<file path="config.mk">
export PLATFORM = sky130hd
export DESIGN_NAME = mul_div_unit
export DESIGN_NICKNAME = d
export VERILOG_FILES = /design/src/rtl/mul_div_unit.sv
export SDC_FILE = /design/constraint.sdc
export NUM_CORES = 1
export LEC_CHECK = 0
export CAP_MARGIN = 5
export CORE_UTILIZATION = 47
export DETAILED_ROUTE_END_ITERATION = 8
export GPL_TIMING_DRIVEN = 1
export PLACE_DENSITY_LB_ADDON = 0.2
export REMOVE_ABC_BUFFERS = 1
export SLEW_MARGIN = 20
export SYNTH_ARGS = -nofsm -noshare
export SYNTH_HDL_FRONTEND = slang
export SYNTH_SLANG_ARGS = --single-unit
export TNS_END_PERCENT = 50
</file>
<file path="constraint.sdc">
create_clock -name clk -period 3.6 [get_ports clk]
set_clock_uncertainty 0.1 [all_clocks]
set_input_delay 1.08 -clock clk [delete_from_list [all_inputs] [get_ports clk]]
set_output_delay 1.08 -clock clk [all_outputs]
set_load 0.1 [all_outputs]
</file>
<file path="src/rtl/mul_div_unit.sv">
// ---------------------------------------------------------------------------
// mul_div_unit
//
// Iterative RV32M-style multiply/divide unit. Multiplication is radix-2
// shift-add on operand magnitudes. Division is radix-2 restoring division on
// magnitudes. Both run one bit per clock for XLEN clocks. A single FIX cycle
// afterwards applies the result signs and selects the requested half.
// Divide-by-zero and signed overflow bypass the iteration and complete
// directly from IDLE.
//
// Build option:
//   MUL_DIV_UNIT_DIV_EN  when defined, the divider datapath is compiled and
//                        all eight ops are supported. When undefined, divide
//                        ops (funct3[2]==1) complete one cycle after
//                        acceptance with result_o = 0 and illegal_o = 1.
//
// Parameters:
//   XLEN       operand/result width (8..64, even)
//
// Ports:
//   clk        sole clock, rising edge
//   rst_n      asynchronous active-low reset
//   valid_i    request valid
//   ready_o    unit can accept a request (high only in IDLE)
//   funct3     000 MUL, 001 MULH, 010 MULHSU, 011 MULHU,
//              100 DIV, 101 DIVU, 110 REM, 111 REMU
//   a_i        rs1 operand
//   b_i        rs2 operand
//   flush_i    abort any in-flight operation (highest priority)
//   valid_o    result valid
//   ready_i    consumer takes result
//   result_o   result, forced to 0 while valid_o is low
//   illegal_o  op not supported in this build, qualified by valid_o
//   busy_o     unit is not in IDLE
// ---------------------------------------------------------------------------
module mul_div_unit #(
    parameter int XLEN = 32
) (
    input  logic            clk,
    input  logic            rst_n,
    input  logic            valid_i,
    output logic            ready_o,
    input  logic [2:0]      funct3,
    input  logic [XLEN-1:0] a_i,
    input  logic [XLEN-1:0] b_i,
    input  logic            flush_i,
    output logic            valid_o,
    input  logic            ready_i,
    output logic [XLEN-1:0] result_o,
    output logic            illegal_o,
    output logic            busy_o
);

    localparam int CW = $clog2(XLEN);
    localparam logic [CW-1:0] LAST_ITER = CW'(XLEN - 1);

    localparam logic [1:0] IDLE = 2'd0;
    localparam logic [1:0] CALC = 2'd1;
    localparam logic [1:0] FIX  = 2'd2;
    localparam logic [1:0] DONE = 2'd3;

`ifdef MUL_DIV_UNIT_DIV_EN
    localparam logic [XLEN-1:0] MOST_NEG = {1'b1, {(XLEN-1){1'b0}}};
`endif

    // State and datapath registers
    logic [1:0]      state_q, state_d;
    logic [CW-1:0]   cnt_q, cnt_d;
    logic [2:0]      op_q, op_d;
    logic            neg_a_q, neg_a_d;
    logic            neg_b_q, neg_b_d;
    logic [XLEN-1:0] opb_q, opb_d;
    logic [XLEN-1:0] hi_q, hi_d;
    logic [XLEN-1:0] lo_q, lo_d;
    logic [XLEN-1:0] result_q, result_d;
    logic            illegal_q, illegal_d;

    // Operand decode
    logic            a_signed, b_signed;
    logic            a_neg, b_neg;
    logic [XLEN-1:0] a_mag, b_mag;

    // Iteration and sign-fix datapath
    logic [XLEN-1:0]   mul_addend;
    logic [XLEN:0]     mul_sum;
    logic [2*XLEN-1:0] prod;
    logic [2*XLEN-1:0] prod_fix;
`ifdef MUL_DIV_UNIT_DIV_EN
    logic [XLEN:0]     div_diff;
    logic [XLEN-1:0]   quo_fix;
    logic [XLEN-1:0]   rem_fix;
`endif

    // Signedness of each operand per op. MUL only needs the low half, so
    // treating it as unsigned gives the same bits. Magnitudes are taken here
    // so the iteration runs purely unsigned. The most-negative value maps
    // onto itself, which is the correct unsigned magnitude.
    always_comb begin
        a_signed = 1'b0;
        b_signed = 1'b0;
        case (funct3)
            3'b001: begin
                a_signed = 1'b1;
                b_signed = 1'b1;
            end
            3'b010: a_signed = 1'b1;
            3'b100, 3'b110: begin
                a_signed = 1'b1;
                b_signed = 1'b1;
            end
            default: begin
                a_signed = 1'b0;
                b_signed = 1'b0;
            end
        endcase
        a_neg = a_signed & a_i[XLEN-1];
        b_neg = b_signed & b_i[XLEN-1];
        a_mag = a_neg ? -a_i : a_i;
        b_mag = b_neg ? -b_i : b_i;
    end

    // {hi_q, lo_q} is the running product for multiply. The multiplier
    // starts in lo_q and its bits are consumed from the bottom as the product
    // shifts right. For divide, lo_q starts as the dividend. It shifts left
    // into the partial remainder hi_q and collects quotient bits from the
    // bottom. The restoring step compares hi_q:next-dividend-bit against
    // the divisor.
    always_comb begin
        mul_addend = lo_q[0] ? opb_q : '0;
        mul_sum    = {1'b0, hi_q} + {1'b0, mul_addend};
        prod       = {hi_q, lo_q};
        prod_fix   = (neg_a_q ^ neg_b_q) ? -prod : prod;
`ifdef MUL_DIV_UNIT_DIV_EN
        div_diff   = {hi_q, lo_q[XLEN-1]} - {1'b0, opb_q};
        quo_fix    = (neg_a_q ^ neg_b_q) ? -lo_q : lo_q;
        rem_fix    = neg_a_q ? -hi_q : hi_q;
`endif
    end

    // Next-state logic. Flush overrides everything, including a pending
    // accept and a consumer handshake. result_q/illegal_q are written only on
    // entry to DONE and cleared on every exit, so they read as zero whenever
    // valid_o is low.
    always_comb begin
        state_d   = state_q;
        cnt_d     = cnt_q;
        op_d      = op_q;
        neg_a_d   = neg_a_q;
        neg_b_d   = neg_b_q;
        opb_d     = opb_q;
        hi_d      = hi_q;
        lo_d      = lo_q;
        result_d  = result_q;
        illegal_d = illegal_q;

        if (flush_i) begin
            state_d   = IDLE;
            cnt_d     = '0;
            result_d  = '0;
            illegal_d = 1'b0;
        end else begin
            case (state_q)
                IDLE: begin
                    if (valid_i) begin
                        op_d    = funct3;
                        neg_a_d = a_neg;
                        neg_b_d = b_neg;
                        cnt_d   = '0;
                        hi_d    = '0;
                        if (!funct3[2]) begin
                            opb_d   = a_mag;
                            lo_d    = b_mag;
                            state_d = CALC;
                        end else begin
`ifdef MUL_DIV_UNIT_DIV_EN
                            if (b_i == '0) begin
                                result_d = funct3[1] ? a_i : '1;
                                state_d  = DONE;
                            end else if (!funct3[0] && (a_i == MOST_NEG) && (b_i == '1)) begin
                                result_d = funct3[1] ? '0 : a_i;
                                state_d  = DONE;
                            end else begin
                                opb_d   = b_mag;
                                lo_d    = a_mag;
                                state_d = CALC;
                            end
`else
                            result_d  = '0;
                            illegal_d = 1'b1;
                            state_d   = DONE;
`endif
                        end
                    end
                end

                CALC: begin
`ifdef MUL_DIV_UNIT_DIV_EN
                    if (op_q[2]) begin
                        if (!div_diff[XLEN]) begin
                            hi_d = div_diff[XLEN-1:0];
                            lo_d = {lo_q[XLEN-2:0], 1'b1};
                        end else begin
                            hi_d = {hi_q[XLEN-2:0], lo_q[XLEN-1]};
                            lo_d = {lo_q[XLEN-2:0], 1'b0};
                        end
                    end else begin
                        hi_d = mul_sum[XLEN:1];
                        lo_d = {mul_sum[0], lo_q[XLEN-1:1]};
                    end
`else
                    hi_d = mul_sum[XLEN:1];
                    lo_d = {mul_sum[0], lo_q[XLEN-1:1]};
`endif
                    if (cnt_q == LAST_ITER) begin
                        cnt_d   = '0;
                        state_d = FIX;
                    end else begin
                        cnt_d = cnt_q + CW'(1);
                    end
                end

                FIX: begin
                    case (op_q)
                        3'b000:                 result_d = prod_fix[XLEN-1:0];
                        3'b001, 3'b010, 3'b011: result_d = prod_fix[2*XLEN-1:XLEN];
`ifdef MUL_DIV_UNIT_DIV_EN
                        3'b100, 3'b101:         result_d = quo_fix;
                        3'b110, 3'b111:         result_d = rem_fix;
`endif
                        default:                result_d = '0;
                    endcase
                    illegal_d = 1'b0;
                    state_d   = DONE;
                end

                DONE: begin
                    if (ready_i) begin
                        result_d  = '0;
                        illegal_d = 1'b0;
                        state_d   = IDLE;
                    end
                end

                default: begin
                    state_d   = IDLE;
                    cnt_d     = '0;
                    result_d  = '0;
                    illegal_d = 1'b0;
                end
            endcase
        end
    end

    // Register update. Reset discards any in-flight operation.
    always_ff @(posedge clk or negedge rst_n) begin
        if (!rst_n) begin
            state_q   <= IDLE;
            cnt_q     <= '0;
            op_q      <= '0;
            neg_a_q   <= 1'b0;
            neg_b_q   <= 1'b0;
            opb_q     <= '0;
            hi_q      <= '0;
            lo_q      <= '0;
            result_q  <= '0;
            illegal_q <= 1'b0;
        end else begin
            state_q   <= state_d;
            cnt_q     <= cnt_d;
            op_q      <= op_d;
            neg_a_q   <= neg_a_d;
            neg_b_q   <= neg_b_d;
            opb_q     <= opb_d;
            hi_q      <= hi_d;
            lo_q      <= lo_d;
            result_q  <= result_d;
            illegal_q <= illegal_d;
        end
    end

    assign ready_o   = (state_q == IDLE);
    assign busy_o    = (state_q != IDLE);
    assign valid_o   = (state_q == DONE);
    assign result_o  = result_q;
    assign illegal_o = illegal_q;

endmodule

</file>
==> Yosys cells after proc, flatten, opt, wreduce, memory -nomap -nowiden <==
Index checks and enable logic that the tools add are counted.
{ "word_totals": {"ff_bits": 141, "in_bits": 72, "word_cells": 85} }
{ "op_classes": {"n_addsub": 5, "eq_ne": 17, "n_mux": 32, "bitwise": 5, "reduce_logical": 16} }
{ "ops": {"columns": ["cell", "n"], "rows": [
  ["$mux W32", 10],
  ["$pmux W32 S2", 3],
  ["$pmux W32 S3", 1],
  ["$mux W64", 1],
  ["$neg A32 Y32", 2],
  ["$neg A64 Y64", 1],
  ["$add A32 B32 Y33", 1],
  ["$mux W5", 3],
  ["$reduce_and A4 Y1", 3],
  ["$mux W2", 5],
  ["$pmux W5 S2", 1],
  ["$eq A3 B2 Y1 const B", 3],
  ["$reduce_and A3 Y1", 3],
  ["$pmux W2 S4", 1],
  ["$eq A3 B1 Y1 const B", 2],
  ["$eq A3 B3 Y1 const B", 2],
  ["$mux W1", 6],
  ["$ne A3 B2 Y1 const B", 2],
  ["$reduce_or A3 Y1", 2],
  ["$add A5 B1 Y5 const B", 1],
  ["$eq A5 B5 Y1 const B", 1],
  ["$eq A2 B2 Y1 const B", 2],
  ["$ne A2 B2 Y1 const B", 2],
  ["$reduce_bool A2 Y1", 2],
  ["13 further kinds", 15]
]} }

==> Logic depth before layout (Yosys ltp) <==
Gate-level depths: netlist of run 1.
{ "depth": {"ltp_word": 8, "depth_mapped": 12} }

==> Least setup slack after synthesis of run 1 <==
Ideal clock, no wire load.
{ "synth_path": {"kind": "register to register", "startpoint": "reg state_q[0]", "endpoint": "reg result_q[25], in the netlist result_o[25]", "arrival_ns": 3.231, "required_time_ns": 3.374, "setup_slack_ns": 0.143, "path_stages_with_launch": 11, "path_buffers": 2, "synth_period_minus_slack_ns": 3.457, "cell_sequence": "dfrtp_1 > inv_1 > ha_1 > clkbuf_1 > inv_1 > a21boi_0 > nor2_1 > clkbuf_1 > nand2_1 > o221ai_1 > a311o_1"} }
{ "synth_via": {"elab_chain_cells": 3, "word_cells_on_any_way": 10, "cone_classes": "eq/ne: 5; mux: 2; reduce/logical: 3"} }
{ "synth_rtl": {"columns": ["element", "line", "source"], "rows": [
  ["from (decl)", "67", "logic [1:0] state_q, state_d;"],
  ["from (signal assigned)", "268", "state_q <= state_d;"],
  ["$logic_not A2 Y1 *", null, null],
  ["net ready_o", "42", "output logic ready_o,"],
  ["$ne A3 B1 Y1 (no line) (tied with other cells)", null, null],
  ["$reduce_and A4 Y1 (no line) or $mux W32 (tied branches)", null, null],
  ["to (signal assigned)", "276", "result_q <= result_d;"],
  ["to (decl)", "75", "logic [XLEN-1:0] result_q, result_d;"]
]} }
Mark *: on every way through the listed nets, which the timed path passes. The rest lies on a longest branch.
A chain may end at the register's enable or synchronous reset.

==> Final worst setup path of run 1 <==
{ "layout_path": {"startpoint": "in a_i[4]", "endpoint": "reg opb_q[28]"} }
{ "layout_via": {"elab_chain_cells": 2} }
{ "layout_rtl": {"columns": ["element", "line", "source"], "rows": [
  ["from (decl)", "44", "input logic [XLEN-1:0] a_i,"],
  ["$neg A32 Y32", "118", "a_mag = a_neg ? -a_i : a_i;"],
  ["$mux W32", "118", null],
  ["to (signal assigned)", "273", "opb_q <= opb_d;"],
  ["to (decl)", "72", "logic [XLEN-1:0] opb_q, opb_d;"]
]} }
No other way between the ends.

==> results.md, run 1 <==
Final layout:
- The post-route netlist has 13.5% of its cells at a drive strength greater than 1.
- At the end of the flow the core is filled with cells to 59.3%.
- The area occupied by multi-input gates is 6820 um^2.
- The layout overhead on the synthesized area is 22.4%.
- Summing all flip-flop and latch instances after layout gives 3530 um^2.
- The total number of nets in the final design is 1555.
- The final standard cell count with taps included and fillers excluded is 1734.
- The final-layout fill cell count is 2006.
- The repair_antennas step left the layout with diodes totalling 0.

Synthesis:
- The cell type with the highest aggregate area in the netlist is sky130_fd_sc_hd__dfrtp_1.
- By area the synthesized netlist is led by sky130_fd_sc_hd__dfrtp_1 (33%), sky130_fd_sc_hd__xnor2_1 (6.1%), sky130_fd_sc_hd__a21oi_1 (5.8%).
- The number of unique standard cell types used by synthesis is 72.
- For this run, the register share of the synthesized area comes to 33.0%.
- The area share of the largest cell type after synthesis is 33.0%.
- Sorting the synthesized cells by how often they occur yields sky130_fd_sc_hd__dfrtp_1 (141), sky130_fd_sc_hd__a21oi_1 (124), sky130_fd_sc_hd__nor2_1 (121), sky130_fd_sc_hd__nand2_1 (106), sky130_fd_sc_hd__o21ai_0 (105).
- The Yosys step of the flow raised 0 warnings.
- The dominant register cell in the synthesized netlist is sky130_fd_sc_hd__dfrtp_1.
- Of all flip-flops after synthesis, the portion carrying an async set or reset was 100%.
- Counting flops with a built-in enable in the synthesized netlist gives 0.
- The number of standard cells after synthesis is 1298.
- The most common cell in the netlist is sky130_fd_sc_hd__dfrtp_1.
- In this run the mean area of a mapped cell was 8.24 um^2.
- The flop and latch count out of synthesis is 141.
- The cell area that synthesis handed to floorplanning was 10700 um^2.

Critical path:
- The worst setup path is launched from a primary input.
- In this run the critical register-to-register path is launched from lo_q[0].
- The cell with the largest stage delay on the worst path is sky130_fd_sc_hd__or4_4.
- In this design, the critical path's most frequently occurring cell is sky130_fd_sc_hd__a21oi_1.
- For the worst setup path, the data arrival time is 3.63 ns.
- The family with the most delay on the worst path is simple AND/OR/NAND/NOR gates.
- The worst setup path is captured at a flop.
- For the worst setup path, the data required time is 3.80 ns.
- The largest single stage delay on the critical path is 0.54 ns.
- The critical path in this run is classified as primary input to flop.
- In this run the critical register-to-register path is captured at hi_q[23].
- The number of buffers and inverters on the critical path is 2.
- The signal on the critical path passes through clkdlybuf4s50_1, or4_4, or3_4, or3b_2, nor3_1, buf_4, a21oi_1, xnor2_1, a21oi_1.
- In this run the worst path has a maximum fanout of 5.
- The length in cells of the worst reg-to-reg path is 11.
- The worst reg-to-reg setup slack is 0.35 ns.

STA:
- In this run the tightest slew margin relative to its limit is 45.7%.
- The transition time at the pin with the least slew margin is 0.814 ns.
- The final hold violation count came to 0.
- Dividing the final minimum period by the clock period gives 95.5%.
- The final max-slew violation count is 0.
- The clock period could shrink to 3.44 ns.
- The achievable frequency is 291 MHz.
- Setup repair after global routing left no endpoint under its margin.
- Setup violations remaining at the end of the flow were counted as 0.

Hold path:
- In this run the most critical hold path is launched from opb_q[0].
- The worst-case hold path end point is opb_q[0].
- In this run the worst hold path is classified as flop to flop.
- Along the worst hold path, the cell count comes to 1.

Global routing:
- After global routing the overflow that remains totals 0.
- The via count of the first global-routing pass is 9810.
- Entering global routing, the biggest net connects 81 pins.
- The first global-routing pass estimated 50600 um of wire.
- In the global route stage, overall resource usage came out at 27.1%.
- The number of antenna violations at the first check in global routing is 1.

CTS:
- The quantity of hold-fixing buffers added after cts is 0.
- Clock-pin slew was measured on the worst setup and hold paths at 0.06 ns.
- The depth of the CTS H-tree is 4.
- The number of setup buffers added after CTS is 0.
- Clock latency on the worst-skew pair, taken at its later pin, is 0.42 ns.
- The clock tree from TritonCTS is built.
- The buffer type at the clock tree root is sky130_fd_sc_hd__clkbuf_16.
- The clock sink count is 141.
- The worst-case clock buffer depth is 2.
- The number of buffers inserted during clock tree synthesis is 17.

Power:
- IR analysis of the VDD net gives a maximum drop of 0.000341 V.
- Summed over all cells, the static leakage comes to 0.00557 uW.
- Power spread over the standard cell area amounts to 838 nW/um^2.

Routing:
- Detailed routing inserted a total of 10.3k vias.
- The routed design has 30800 um of wire.
- After detailed routing, the number of remaining DRC violations is 0.
- After detailed routing, the average wire length per cell comes to 17.7 um.
- The remaining antenna violation count is 0.
- Using the TritonRoute via totals, the vias-per-cell ratio works out to 5.95.
- For this block, the initial DRC count from the detailed router was 853.
- The iteration count of the initial detailed-routing pass is 5.

Floorplanning:
- The initial cell density of the core is 48.4%.
- From left edge to right edge, the die measures 153 um.
- The die is 153 um tall.
- The number of top-level pins is 108.
- The floorplan step defined a core boundary enclosing 22100 um^2.
- The overall die area is 23400 um^2.
- Row generation in the floorplan step produced 54 rows.

Placed design:
- During placement, the flow inserted port buffers numbering 107.
- The number of instances in the placed design is 1702.
- The post-detailed-placement half-perimeter wirelength is 23600 um.
- The placer's final routability congestion estimate is 0.920.

Flow run:
- The max-cap violation count is 0.

Status:
- The flow ran to the end, and the final reports show no timing, DRC or antenna violations.
[report_power, final]
part	switching [uW]	leakage [uW]	total, uW	internal (uW)
clock	704	0.000295	1850	1150
sequential	833	0.00180	3000	2170
combinational	3830	0.00348	6120	2290
[layer usage]
layer	track usage, %	share of wire, %	up-vias
li1	-	-	5019
met1	37.2	47	4906
met2	42.7	45	325
met3	5.02	5.5	57
met4	9.52	2.7	2
met5	0	0.042	-
[layout by cell type (no fill, tap or decap), types with 6 or more instances in the layout]
master | synthesis | final
sky130_fd_sc_hd__a211oi_1 | 11 | 11
sky130_fd_sc_hd__a21o_1 | 16 | 16
sky130_fd_sc_hd__a21oi_1 | 124 | 124
sky130_fd_sc_hd__a22oi_1 | 24 | 24
sky130_fd_sc_hd__a31oi_1 | 22 | 22
sky130_fd_sc_hd__and2_1 | 39 | 39
sky130_fd_sc_hd__and3_1 | 10 | 10
sky130_fd_sc_hd__buf_4 | 1 | 119
sky130_fd_sc_hd__clkbuf_16 | 0 | 17
sky130_fd_sc_hd__clkdlybuf4s50_1 | 0 | 70
sky130_fd_sc_hd__dfrtp_1 | 141 | 140
sky130_fd_sc_hd__ha_1 | 41 | 40
sky130_fd_sc_hd__inv_1 | 33 | 33
sky130_fd_sc_hd__mux2i_1 | 10 | 10
sky130_fd_sc_hd__nand2_1 | 106 | 106
sky130_fd_sc_hd__nand2b_1 | 15 | 15
sky130_fd_sc_hd__nand3_1 | 31 | 31
sky130_fd_sc_hd__nand4_1 | 6 | 6
sky130_fd_sc_hd__nor2_1 | 121 | 119
sky130_fd_sc_hd__nor2b_1 | 9 | 9
sky130_fd_sc_hd__nor3_1 | 36 | 34
sky130_fd_sc_hd__nor4_1 | 17 | 17
sky130_fd_sc_hd__o211ai_1 | 17 | 17
sky130_fd_sc_hd__o21a_1 | 7 | 7
sky130_fd_sc_hd__o21ai_0 | 105 | 105
sky130_fd_sc_hd__o31ai_1 | 22 | 22
sky130_fd_sc_hd__o41ai_1 | 7 | 7
sky130_fd_sc_hd__or3_1 | 22 | 22
sky130_fd_sc_hd__or4_1 | 8 | 8
sky130_fd_sc_hd__or4_4 | 9 | 9
sky130_fd_sc_hd__xnor2_1 | 74 | 73
sky130_fd_sc_hd__xor2_1 | 53 | 52
[stage by stage]
step | hold slack [ns] | worst slack, ns | setup TNS, ns | area (um^2) | power, uW
floorplan | 0.373 | -0.973 | -33.83 | 10400 | 7150
global placement | 0.385 | -0.297 | -1.91 | 12500 | 8920
detailed placement | 0.403 | -0.298 | -2.09 | 12500 | 9000
CTS | 0.421 | 0.144 | 0 | 13100 | 10900
global route | 0.432 | 0.00952 | 0 | 13100 | 11800
finish | 0.416 | 0.163 | 0 | 13100 | 11000
[worst register-to-register path, stage by stage (launching register included)]
cell                       delay [ns]
sky130_fd_sc_hd__dfrtp_2         0.52
sky130_fd_sc_hd__and2_1          0.18
sky130_fd_sc_hd__ha_1            0.19
sky130_fd_sc_hd__inv_1           0.06
sky130_fd_sc_hd__fa_1            0.38
sky130_fd_sc_hd__nand2b_1        0.21
sky130_fd_sc_hd__a21o_1          0.20
sky130_fd_sc_hd__a21oi_1         0.32
sky130_fd_sc_hd__or3_1           0.31
sky130_fd_sc_hd__nand2_1         0.13
sky130_fd_sc_hd__o2111a_1        0.28
sky130_fd_sc_hd__a221o_1         0.25
[kinds of logic after synthesis]
| logic type | synth area share (%) |
|---|---|
| AOI/OAI and AO/OA | 23.9 |
| xor gates and xnor gates | 10.4 |
| adders and majority gates | 4.98 |
| buffers and inverters | 3.61 |
| DFF | 33.0 |
| muxes | 1.36 |
| and+or+nand+nor | 22.7 |
[state kept, by name (all words and copies together) (netlist names)]
signal and cells:
neg_b_q 1, opb_q 32, lo_q 32, neg_a_q 1, cnt_q 5, op_q 3, result_o 32, hi_q 32
illegal_o 1, state_q 2
[worst max-delay path by stage]
stage	from	end	slack (ns)	cells after the start
3_3_place_gp	a_i[4]	opb_q[30]	-0.30	9
4_1_cts	a_i[4]	opb_q[28]	0.14	9
6_report	a_i[4]	opb_q[28]	0.16	9
3_5_place_dp	a_i[4]	opb_q[28]	-0.30	9
5_1_grt	b_i[20]	lo_q[30]	0.01	8
2_1_floorplan	state_q[0]	opb_q[31]	-0.97	6
[cell type report]
cell class | count | share of cell area [%]
inverter | 33 | 0.946
sequential | 141 | 26.9
clock buffer | 20 | 3.56
clock inverter | 12 | 1.22
tap | 280 | 2.67
multi-input combinational | 1056 | 52.1
timing repair buffer | 192 | 12.6
[timing repair]
item / 4_1_cts / 5_1_grt
endpoints found under the hold margin: 0 / 0
resized for setup: 0 / 2
setup endpoints to repair: 0 / 3
Power figures use the tool's default switching activity.
==> run 2: changes to the inputs <==
ABC_AREA = 0   (was not set)
CORE_UTILIZATION = 59   (was 47)
==> run 2 against run 1 <==
Clock-buffer cell count unchanged. Fmax increased by 0.62%. Wire length increased by 0.23%. Global-route usage increased by 7.1 points. Cell count decreased by 3.7%. Critical path depth unchanged. Combinational power about the same. Sequential power about the same. Flip-flop and latch count unchanged. Clock power decreased by 4%. Design area decreased by 1.3%. Critical endpoint is now hi_q[26]. Largest power group unchanged.
==> results.md, run 2 (synthesis results as in run 1) <==
STA:
- The transition time at the pin with the least slew margin is 0.618 ns.
- The max-slew headroom at the worst pin is 58.8%.
- The post-layout minimum cycle time is 3.42 ns.
- The final max-slew violation count is 0.
- Hold timing on the final database bottoms out at a slack of 0.401 ns.
- The final number of setup-violating endpoints is 0.
- The post-route fraction of the period consumed by the critical path is 94.9%.
- The final hold violation count is 0.
- The achievable frequency is 293 MHz.
- Setup repair after global routing left no endpoint under its margin.

Hold path:
- The worst-case hold path end point is opb_q[0].
- Counting instances, the worst hold path has a depth of 1.
- The worst hold path belongs to the class flop to flop.
- The hold path startpoint is opb_q[0].

Final layout:
- After filler insertion, the fill cell instance count of the layout stands at 1351.
- The leading cell type in the layout, fill and taps excluded is sky130_fd_sc_hd__dfrtp_1.
- The final cell area excluding filler cells is 12900 um^2.
- The net count of the finished layout is 1546.
- The diode insertion count for antenna repair is 0.
- Cells fill 74.0% of the core in the end.
- The area growth from synthesis to layout is 20.9%.
- The top cell types in the final layout, fill and taps aside, are sky130_fd_sc_hd__dfrtp_1 (141), sky130_fd_sc_hd__a21oi_1 (124), sky130_fd_sc_hd__nor2_1 (119).
- The fraction of layout cells with a size suffix above 1 is 12.8%.

Global routing:
- The first global-routing pass estimated 49700 um of wire.
- After global routing the overflow that remains totals 0.
- The via count of the first global-routing pass is 9825.
- The maximum number of pins on one net before global-route repair is 63.
- The number of antenna violations at the first check in global routing came to 0.
- For this run, the total global-route usage over all layers was measured as 34.2%.

CTS:
- The clock passes through at most 2 buffers.
- In this run, post-CTS repair resized a total of 0 instances.
- Clock-pin slew was measured on the worst setup and hold paths at 0.06 ns.
- Clock latency on the worst-skew pair, taken at its later pin, is 0.43 ns.
- The clock net in this run drives a total of 141 sinks.
- TritonCTS built the clock tree.
- The number of buffers added for setup after CTS is 0.
- After clock tree synthesis, the flow added hold-fix buffers numbering 0.
- The tree is rooted in a sky130_fd_sc_hd__clkbuf_16.
- CTS built an H-tree with a depth of 4.
- TritonCTS created 17 clock buffers.

Flow run:
- Max-cap violations in this run came to 0.

Power:
- In this run the power density over the cells is 844 nW/um^2.
- The largest voltage drop on the vdd net is 0.000600 V.
- In this run the static leakage power is 0.00553 uW.

Routing:
- The remaining antenna violation count is 0.
- The average wire length per cell after detail routing is 18.5 um.
- The number of DRC violations after detailed-routing iteration 0 is 1088.
- The routed layout has 10.7k vias.
- The routed design has 30800 um of wire.
- Dividing the detail-routed via count by the number of cells gives 6.40.
- The total DRC errors in the routed layout is 0.
- The first TritonRoute pass finished after 6 iterations.

Floorplanning:
- The core region is 17500 um^2.
- The die is 137 um tall.
- The die covers 18700 um^2.
- The die outline width is 137 um.
- The number of top-level pins is 108.
- After floorplanning, the core was divided into 48 placement rows.
- The initial cell density of the core is 61.2%.

Critical path:
- The type of destination of the critical path is a flop.
- At the worst endpoint, the required time is 3.83 ns.
- The signal on the critical path passes through and2_1, ha_1, a21oi_1, o2bb2ai_1, nor4b_1, nor3_1, o311ai_0, a21oi_1, o31ai_1.
- The delay of the slowest critical-path stage is 0.57 ns.
- Broken down by cell family, the worst path's largest delay share belongs to compound AO/OA/AOI/OAI gates.
- The maximum fanout count along the critical path is 18.
- At the worst endpoint, the arrival time is 3.64 ns.
- Counting stages on the worst path, the most repeated cell is sky130_fd_sc_hd__a21oi_1.
- The end of the worst register-to-register path is hi_q[26].
- The type of the worst setup path is flop to flop.
- For flop-to-flop paths, the worst setup slack is 0.18 ns.
- The cell with the largest stage delay on the worst path is sky130_fd_sc_hd__o311ai_0.
- The number of buffers and inverters on the critical path is 0.
- The worst setup path is launched from a flop.
- The length in cells of the worst reg-to-reg path is 9.
- The launch point of the worst reg-to-reg path is lo_q[0].

Status:
- The run finished with clean final reports.

Placed design:
- Once detailed placement completed, the half-perimeter wirelength came to 23100 um.
- Once placement finished, the instance area stood at 12300 um^2.
- The total of buffers placed on input and output ports is 107.
- The placer's final routability congestion estimate is 0.933.
==> run 2: worst max-delay path by stage <==
stage	start	end	cells after the start
after floorplan	state_q[0]	opb_q[31]	6
after global placement	a_i[4]	opb_q[30]	9
after detailed placement	a_i[4]	opb_q[30]	9
after CTS	a_i[4]	opb_q[28]	9
after global routing	lo_q[0]	hi_q[28]	10
final	lo_q[0]	hi_q[26]	9
==> run 2: per-stage QoR <==
step                      cells  setup WS (ns)  total power [uW]  setup TNS [ns]
after detailed placement   1638         -0.242              8950           -1.95
after CTS                  1670          0.197             10800               0
after global routing       1670        0.00124             11600               0
final                      1670          0.184             10900               0
after floorplan            1230         -0.973              7150          -33.83
after global placement     1638         -0.195              8800           -1.32
==> run 2: area by class of cell <==
class	count	area, um^2	area share, %
clock buffer	20	457	3.53
clock inverter	12	136	1.05
multi-input combinational	1056	6820	52.7
sequential	141	3530	27.3
timing repair buffer	183	1590	12.3
inverter	33	124	0.958
tap	225	282	2.18
==> run 2: metal layers <==
| layer | vias to the layer above | track usage (%) | part of all wire, % |
|---|---|---|---|
| li1 | 5020 | - | - |
| met1 | 5099 | 48.1 | 44 |
| met2 | 496 | 53.6 | 46 |
| met3 | 67 | 6.30 | 8.0 |
| met4 | 0 | 9.69 | 2.3 |
| met5 | - | 0 | 0 |
==> run 2: where the power goes <==
part	internal, uW	total, uW	switching, uW	leakage [uW]
clock network	1060	1780	714	0.000283
logic	2260	6120	3850	0.00344
registers	2170	3020	849	0.00180
total	5500	10900	5420	0.00553
==> run 3: changes to the inputs <==
ABC_AREA = not set   (was 0)
CORE_MARGIN = 8   (was not set)
CTS_CLUSTER_DIAMETER = 50   (was not set)
==> run 3 against run 2 <==
Worst hold slack better by 0.017 ns. Wire length increased by 4.7%. Design area up 0.87%. Fmax is 0.35% lower. Critical endpoint is now opb_q[28]. Highest routed layer unchanged.
==> results.md, run 3 (synthesis results as in run 1) <==
Routing:
- The number of DRC violations after detailed-routing iteration 0 is 1148.
- The average vias per placed instance is 6.40.
- The routed via count is 10.8k.
- The total DRC errors in the routed layout is 0.
- The met3 wire length is 2510 um.
- The wire length reported by the detailed router is 32300 um.
- The detail route stage leaves a number of antenna-violating nets equal to 0.
- The average wire length per cell after detail routing is 19.2 um.
- The routed design uses 14900 um of met2 wire.
- The routed metal-1 wire length is 14000 um.
- Routed signal wires occupy layers up through met4.
- For this run, the detailed router's first-pass iteration total came to 6.

Final layout:
- In the layout the commonest cells are sky130_fd_sc_hd__dfrtp_1 (140), sky130_fd_sc_hd__a21oi_1 (124), sky130_fd_sc_hd__nor2_1 (119).
- The number of antenna diodes in the final layout is 0.
- The layout overhead on the synthesized area is 21.9%.
- The net count of the finished layout is 1552.
- The area occupied by multi-input gates is 6820 um^2.
- The fraction of layout cells with a size suffix above 1 is 13.3%.
- The final-layout fill cell count is 1413.
- The core utilization of the finished layout is 72.9%.
- Summing all flip-flop and latch instances after layout gives 3530 um^2.
- The library cell used most frequently in the layout, excluding fill and tap cells, is sky130_fd_sc_hd__dfrtp_1.

Critical path:
- The type of destination of the critical path is a flop.
- The type of the worst setup path is primary input to flop.
- For the worst setup path, the data required time is 3.80 ns.
- In this run the worst path has a maximum fanout of 5.
- The worst setup path is launched from a primary input.
- The signal arrival time at the worst endpoint is 3.63 ns.

STA:
- The final number of setup-violating endpoints is 0.
- The worst pin sits at a relative slew slack of 40.1%.
- Setup total negative slack on the finished layout was measured at 0 ns.
- Setup repair after global routing left no endpoint under its margin.
- After layout, the worst path uses 95.2% of the clock period.
- The tightest hold path in the finished design has a slack of 0.418 ns.
- The final max-slew violation count is 0.
- The transition time at the pin with the least slew margin is 0.892 ns.
- The worst path in the final design needs a cycle of 3.43 ns, including I/O delays and setup.
- The final hold violation count is 0.
- For this run, the top clock speed supported by timing is 292 MHz.

Global routing:
- The via count of the first global-routing pass was 10.4k.
- The first-pass GRT wire length is 53400 um.
- The total overflow reported by the global router is 0.
- Entering global routing, the biggest net connects 70 pins.
- The number of antenna violations at the first check in global routing was 0.
- Global routing used 29.1% of the available tracks across all layers.

CTS:
- CTS saw 141 sinks.
- Clock-pin slew was measured on the worst setup and hold paths at 0.06 ns.
- CTS built an H-tree with a depth of 4.
- Clock tree synthesis selected as its root buffer the cell sky130_fd_sc_hd__clkbuf_16.
- The worst-case clock buffer depth is 2.
- The number of buffers inserted during clock tree synthesis is 17.
- The number of setup buffers added after CTS is 0.
- Clock latency on the worst-skew pair, taken at its later pin, is 0.43 ns.
- After clock tree synthesis, the flow added hold-fix buffers numbering 0.
- The clock tree from TritonCTS is built.

Status:
- The run finished with clean final reports.

Power:
- Power spread over the standard cell area amounts to 859 nW/um^2.
- The analysis attributes to cell leakage a power of 0.00558 uW.
- VDD sags by at most 0.000497 V.
- The total chip power is 11200 uW.

Floorplanning:
- The initial cell density of the core is 59.8%.
- The die covers 22700 um^2.
- The die is 151 um wide.
- The die span in y is 151 um.
- In this run the count of I/O pins placed on the die edge is 108.
- The placeable core area is 17900 um^2.
- The floorplan has 49 rows.

Placed design:
- Port buffering added 107 buffers.
- The post-detailed-placement half-perimeter wirelength is 24100 um.
- Routability-driven placement finished with a final weighted congestion of 0.942.

Flow run:
- The tool flagged a number of max-cap violations equal to 0.

Hold path:
- The path class of the tightest hold or removal check is flop to flop.
run 3: cell count changes in the layout (fill, tap and decap cells not counted), sizes merged:
cell / delta
clkinvlp: -1
bufinv: +3
inv: -1
clkinv: +1
buf: +6
clkbuf: -2
run 3: what timing repair did:
action	4_1_cts	5_1_grt
hold endpoints to repair	0	0
resized for setup	0	2
endpoints found under the setup margin	0	4
run 3: worst max-delay path, stage by stage:
cell and delay, ns:
sky130_fd_sc_hd__clkdlybuf4s50_1 0.41, sky130_fd_sc_hd__or4_4 0.54, sky130_fd_sc_hd__or3_4 0.35, sky130_fd_sc_hd__or3b_2 0.53
sky130_fd_sc_hd__nor3_1 0.22, sky130_fd_sc_hd__buf_4 0.16, sky130_fd_sc_hd__a21oi_1 0.07, sky130_fd_sc_hd__xnor2_1 0.18
sky130_fd_sc_hd__a21oi_1 0.08
run 3: through the flow:
| stage | std cells | setup slack, ns | area [um^2] |
|---|---|---|---|
| 6_report | 1680 | 0.172 | 13000 |
| 5_1_grt | 1680 | 0.00144 | 13000 |
| 4_1_cts | 1680 | 0.108 | 13000 |
| 3_5_place_dp | 1648 | -0.260 | 12400 |
| 3_3_place_gp | 1648 | -0.230 | 12400 |
| 2_1_floorplan | 1230 | -0.973 | 10400 |
run 3: power by group:
part	leakage [uW]	switching [uW]	internal, uW
clock	0.000317	728	1250
combinational	0.00346	3890	2300
sequential	0.00180	868	2170
run 3: final timing paths:
| path | start | endpoint | slack [ns] | cells past startpoint |
|---|---|---|---|---|
| min in group asynchronous | rst_n | lo_q[17] | 0.57 | 1 |
| min reg2reg | opb_q[12] | opb_q[12] | 0.42 | 2 |
| max | a_i[4] | opb_q[28] | 0.17 | 9 |
| min | opb_q[12] | opb_q[12] | 0.42 | 2 |
| max in group asynchronous | rst_n | result_o[21] | 2.04 | 2 |
| max reg2reg | lo_q[0] | hi_q[23] | 0.21 | 11 |
run 3: cell type report:
cell class / instances / share of cell area, %
Sequential cell: 141 / 27.1
Clock buffer: 18 / 3.37
Timing Repair Buffer: 189 / 12.5
Tap cell: 229 / 2.20
Multi-Input combinational cell: 1056 / 52.2
Clock inverter: 14 / 1.65
Inverter: 33 / 0.949
run 3: layer usage:
layer	global-route usage [%]	vias to the layer above
li1	-	5024
met1	39.5	5143
met2	45.9	510
met3	4.96	73
met4	10.7	0
met5	0	-
